$ cat src/rtl/u_lsu.sv
// Load/store unit: byte/word in one memory access, halfwords as two byte accesses.
// Optional misalignment trap is enabled with `define U_LSU_MISALIGN_TRAP_EN.
module u_lsu (
  input  logic        i_sys_clock,
  input  logic        i_sys_reset,
  input  logic        i_u_lsu_req,
  input  logic        i_u_lsu_we,
  input  logic [1:0]  i_u_lsu_size,
  input  logic        i_u_lsu_signed,
  input  logic [31:0] i_u_lsu_addr,
  input  logic [31:0] i_u_lsu_wdata,
  output logic        o_u_lsu_stall,
  output logic        o_u_lsu_done,
  output logic [31:0] o_u_lsu_rdata,
  output logic        o_u_lsu_misaligned,
  output logic [31:0] o_u_lsu_mem_addr,
  output logic [31:0] o_u_lsu_mem_wdata,
  output logic        o_u_lsu_mem_wr,
  output logic        o_u_lsu_mem_word,
  input  logic [31:0] i_u_lsu_mem_data
);

  typedef enum logic [1:0] {S_IDLE, S_HI, S_RESP} state_t;

  state_t      state_q, state_d;
  logic [7:0]  lo_q;
  logic [31:0] rdata_q;
  logic        stall_c, wr_c;

  logic is_word, is_half, trap;
  assign is_word = i_u_lsu_size[1];
  assign is_half = (i_u_lsu_size == 2'b01);

`ifdef U_LSU_MISALIGN_TRAP_EN
  logic mis_q;
  assign trap = (is_word && (i_u_lsu_addr[1:0] != 2'b00)) || (is_half && i_u_lsu_addr[0]);
  assign o_u_lsu_misaligned = mis_q;
`else
  assign trap = 1'b0;
  assign o_u_lsu_misaligned = 1'b0;
`endif

  function automatic logic [31:0] ext8(input logic [7:0] b, input logic s);
    return s ? {{24{b[7]}}, b} : {24'b0, b};
  endfunction

  function automatic logic [31:0] ext16(input logic [15:0] h, input logic s);
    return s ? {{16{h[15]}}, h} : {16'b0, h};
  endfunction

  always_comb begin
    state_d           = state_q;
    stall_c           = 1'b0;
    wr_c              = 1'b0;
    o_u_lsu_done      = 1'b0;
    o_u_lsu_mem_addr  = '0;
    o_u_lsu_mem_wdata = '0;
    o_u_lsu_mem_word  = 1'b0;
    case (state_q)
      S_IDLE: begin
        if (i_u_lsu_req) begin
          stall_c = 1'b1;
          if (trap) begin
            state_d = S_RESP;
          end else if (is_word) begin
            wr_c              = i_u_lsu_we;
            o_u_lsu_mem_addr  = {i_u_lsu_addr[31:2], 2'b00};
            o_u_lsu_mem_wdata = i_u_lsu_wdata;
            o_u_lsu_mem_word  = 1'b1;
            state_d           = S_RESP;
          end else begin
            wr_c              = i_u_lsu_we;
            o_u_lsu_mem_addr  = i_u_lsu_addr;
            o_u_lsu_mem_wdata = {24'b0, i_u_lsu_wdata[7:0]};
            state_d           = is_half ? S_HI : S_RESP;
          end
        end
      end
      S_HI: begin
        stall_c           = 1'b1;
        wr_c              = i_u_lsu_we;
        o_u_lsu_mem_addr  = i_u_lsu_addr + 32'd1;
        o_u_lsu_mem_wdata = {24'b0, i_u_lsu_wdata[15:8]};
        state_d           = S_RESP;
      end
      S_RESP: begin
        o_u_lsu_done = 1'b1;
        state_d      = S_IDLE;
      end
      default: state_d = S_IDLE;
    endcase
  end

  // Reset must block writes and stalls even while the requester still holds req.
  assign o_u_lsu_mem_wr = wr_c & ~i_sys_reset;
  assign o_u_lsu_stall  = stall_c & ~i_sys_reset;
  assign o_u_lsu_rdata  = rdata_q;

  always_ff @(posedge i_sys_clock or posedge i_sys_reset) begin
    if (i_sys_reset) begin
      state_q <= S_IDLE;
      lo_q    <= '0;
      rdata_q <= '0;
    end else begin
      state_q <= state_d;
      case (state_q)
        S_IDLE: begin
          if (i_u_lsu_req) begin
            if (trap)
              rdata_q <= '0;
            else if (is_half)
              lo_q <= i_u_lsu_mem_data[7:0];
            else if (i_u_lsu_we)
              rdata_q <= '0;
            else
              rdata_q <= is_word ? i_u_lsu_mem_data
                                 : ext8(i_u_lsu_mem_data[7:0], i_u_lsu_signed);
          end
        end
        S_HI: rdata_q <= i_u_lsu_we ? '0
                         : ext16({i_u_lsu_mem_data[7:0], lo_q}, i_u_lsu_signed);
        default: ;
      endcase
    end
  end

`ifdef U_LSU_MISALIGN_TRAP_EN
  // Flag lives for exactly the RESP cycle that follows a trapped request.
  always_ff @(posedge i_sys_clock or posedge i_sys_reset) begin
    if (i_sys_reset) mis_q <= 1'b0;
    else             mis_q <= (state_q == S_IDLE) && i_u_lsu_req && trap;
  end
`endif

endmodule
$ cat config.mk
export PLATFORM = sky130hd
export DESIGN_NAME = u_lsu
export DESIGN_NICKNAME = d
export VERILOG_FILES = /design/src/rtl/u_lsu.sv
export SDC_FILE = /design/constraint.sdc
export NUM_CORES = 1
export LEC_CHECK = 0
export ABC_AREA = 1
export BUFFER_PORTS_ARGS = -buffer_cell sky130_fd_sc_hd__buf_2
export CAP_MARGIN = 20
export CORE_MARGIN = 2
export CORE_UTILIZATION = 45
export DETAILED_ROUTE_END_ITERATION = 8
export GPL_TIMING_DRIVEN = 0
export HOLD_SLACK_MARGIN = 0.12
export PLACE_DENSITY = 0.82
export SYNTH_ARGS = -nofsm -noshare
export SYNTH_HDL_FRONTEND = slang
export SYNTH_SLANG_ARGS = --single-unit
$ cat constraint.sdc
create_clock -name i_sys_clock -period 3 [get_ports i_sys_clock]
set_input_delay 0.75 -clock i_sys_clock [delete_from_list [all_inputs] [get_ports i_sys_clock]]
set_output_delay 0.75 -clock i_sys_clock [all_outputs]
set_load 0.02 [all_outputs]
==> impl_metrics.tcl <==
set metrics [dict create \
    n_antenna_cell 0 \
    critPathBufInv 2 \
    top_layer "met4" \
    detail_route.iter0.violations 281 \
    wl_per_cell_um 14.35 \
    synth_top_area_frac 0.2947 \
    grt_max_degree 43 \
    critPathMaxFanout 6 \
    clockRootBuffer "clkbuf_8" \
    critPathCaptureType "output port" \
    slew_headroom 0.4168 \
    max_freq_mhz 351.0 \
    synth-main-ff-cell "dfrtp_1" \
    setup-tns-final_ps 0 \
    postSynth.asyncResetShare 1.000 \
    gr-total-overflow 0 \
    status "complete, no violations" \
    cts_buffers 5 \
    min_path_type "flop to flop" \
    crit_type "input port to output port" \
    fin_crit_sh 0.9498 \
    regArea_sq_um 1051 \
    nets 878 \
    globalplace.congestion 0.9362 \
    cts.sinks 42 \
    wl_um 12580 \
    row_count 32 \
    viasPerCell 5.257 \
    io_pins 204 \
    fillerInstances 754 \
    cp.arrival_ps 2100 \
    die_h_um 93.02 \
    grt_first_pass_wirelength_um 19880 \
    rsz0062_at_grt "no" \
    areaGrowthSynthToFinish_pct 34.98 \
    io_buffers 202 \
    ant_nets 0 \
    wl_met3_um 902 \
    tightest_slew_ps 873.6 \
    startpoint_type "input port" \
    antenna_found_initial 0 \
    slew_violations 0 \
    synth-edff-count 0 \
    avgSynthCellArea_sq_um 6.311 \
    ys_types 33 \
    initial_core_util 0.4639 \
    grt_pass1_vias 4216 \
    cap_violations 0 \
    drcViolationCount 0 \
    p_leak_nw 2.718 \
    core_area_sq_um 7687 \
    netlist_area_sq_um 3566 \
    cts_htree_levels 2 \
    die_x_um 93.02 \
    ys_top_cells_by_area "dfrtp_1 29%, nand2_1 14%, nand3_1 11%" \
    wl_met2_um 6276 \
    path_clk_slew_ps 80 \
    cts_setup_buffers 0 \
    wl_met1_um 5092 \
    crit_path_cell_trace "buf_2 > ha_1 > nand2_2 > nor2_8 > nand2_8 > o21ai_0 > nand3_1 > o21ai_0 > buf_2" \
    die_area_sq_um 8653 \
    hold_viol 0 \
    fin_skew_ps 3.939 \
    p_total_mw 2.042 \
    vias 4610 \
    syn_inst 565 \
    finalCriticalPeriod_ps 2849 \
    synth_area_leader_cell "dfrtp_1" \
    dp_hpwl_um 9948 \
    syn-num-nets 669 \
    holdBufCountCts 0 \
    synth_common_cells "133 x nand2_1, 88 x nor2_1, 78 x nand3_1" \
    multi_input_area_sq_um 2100 \
    power.density_nw_per_um2 424.3 \
    yosysMostFrequentCell "nand2_1" \
    cp.required_ps 2250 \
    setup_violations 0 \
    gr-usage-all-layers 0.2854 \
    ys_seq_elements 42 \
    cts_tree "built" \
    ir_drop_v 0.0003734 \
    yosys_warnings 0 \
    dr.pass1.iters 5 \
    slowest_stage "buf_2" \
    seq_area_frac_synth 0.2947 \
    slowest_delay_ps 230 \
    clk_path_buf_depth 2 \
    clock_latency_ps 300 \
    drive_above_1_share 0.3471 \
    cpLargestDelayFamily "simple AND/OR/NAND/NOR gates" \
    cts_resized 0 \
]
==> final cells by class <==
class                   instances  share of cell area
plain buffers                  23             0.03041
well taps                     102             0.02651
clock inverters                 3            0.008318
repair buffers                202              0.2100
flip-flops and latches         42              0.2184
multi-input cells             429              0.4362
inverters                      71             0.05589
clock buffers                   5             0.01430
==> power breakdown <==
group / switching (mW) / internal, mW
Clock: 0.207 / 0.245
Sequential: 0.0689 / 0.687
Combinational: 0.551 / 0.284
==> state kept, by name, summed over array words and instances (netlist names) <==
name and cells:
lo_q 8, o_u_lsu_rdata 32, state_q 2
==> worst paths after layout <==
kind / start / end / slack (ps) / cells past startpoint
max: i_u_lsu_addr[0] / o_u_lsu_mem_addr[12] / 150 / 9
min: lo_q[1] / lo_q[1] / 500 / 1
max reg2reg: state_q[0] / lo_q[5] / 1450 / 5
min reg2reg: lo_q[1] / lo_q[1] / 500 / 1
max in group asynchronous: i_sys_reset / o_u_lsu_rdata[27] / 1810 / 2
min in group asynchronous: i_sys_reset / o_u_lsu_rdata[20] / 650 / 2
==> routing by layer <==
metal | track usage | vias up
met3 | 0.04029 | 40
met2 | 0.5000 | 226
li1 | - | 2229
met5 | 0 | -
met4 | 0.1017 | 0
met1 | 0.3591 | 2115
==> cell usage in the layout, fill, tap and decap left out, drive strengths merged <==
| cell type | count |
|---|---|
| clkbuf | 11 |
| a21oi | 21 |
| nor2 | 107 |
| clkinv | 2 |
| o21ai | 48 |
| conb | 1 |
| buf | 219 |
| ha | 1 |
| nand4 | 1 |
| nor3 | 1 |
| o22ai | 1 |
| bufinv | 1 |
| inv | 71 |
| and2 | 3 |
| o211ai | 8 |
| nand2 | 144 |
| nand3 | 78 |
| o21bai | 1 |
| mux2 | 6 |
| a31oi | 8 |
| dfrtp | 42 |
==> through the flow <==
step / hold slack, ps / worst slack, ps / instance area, sq um / util / cells
floorplan: 458.8 / 454.7 / 3566 / - / 565
global placement: 467.7 / 253.4 / 4705 / 0.6120 / 869
detailed placement: 480.8 / 190.2 / 4705 / 0.6120 / 869
CTS: 499.0 / 183.7 / 4813 / 0.6261 / 877
global route: 522.1 / 98.05 / 4813 / 0.6261 / 877
finish: 500.8 / 150.7 / 4813 / 0.6261 / 877
==> logic make-up after synthesis <==
kind of cell               Yosys count  synth area share
muxes                                6           0.01895
and+or+nand+nor                    334            0.4326
AOI/OAI and AO/OA                   87            0.1326
DFF                                 42            0.2947
adders and majority gates            1          0.003508
buffers and inverters               94            0.1165
other                                1          0.001052
Power figures use the tool's default switching activity.
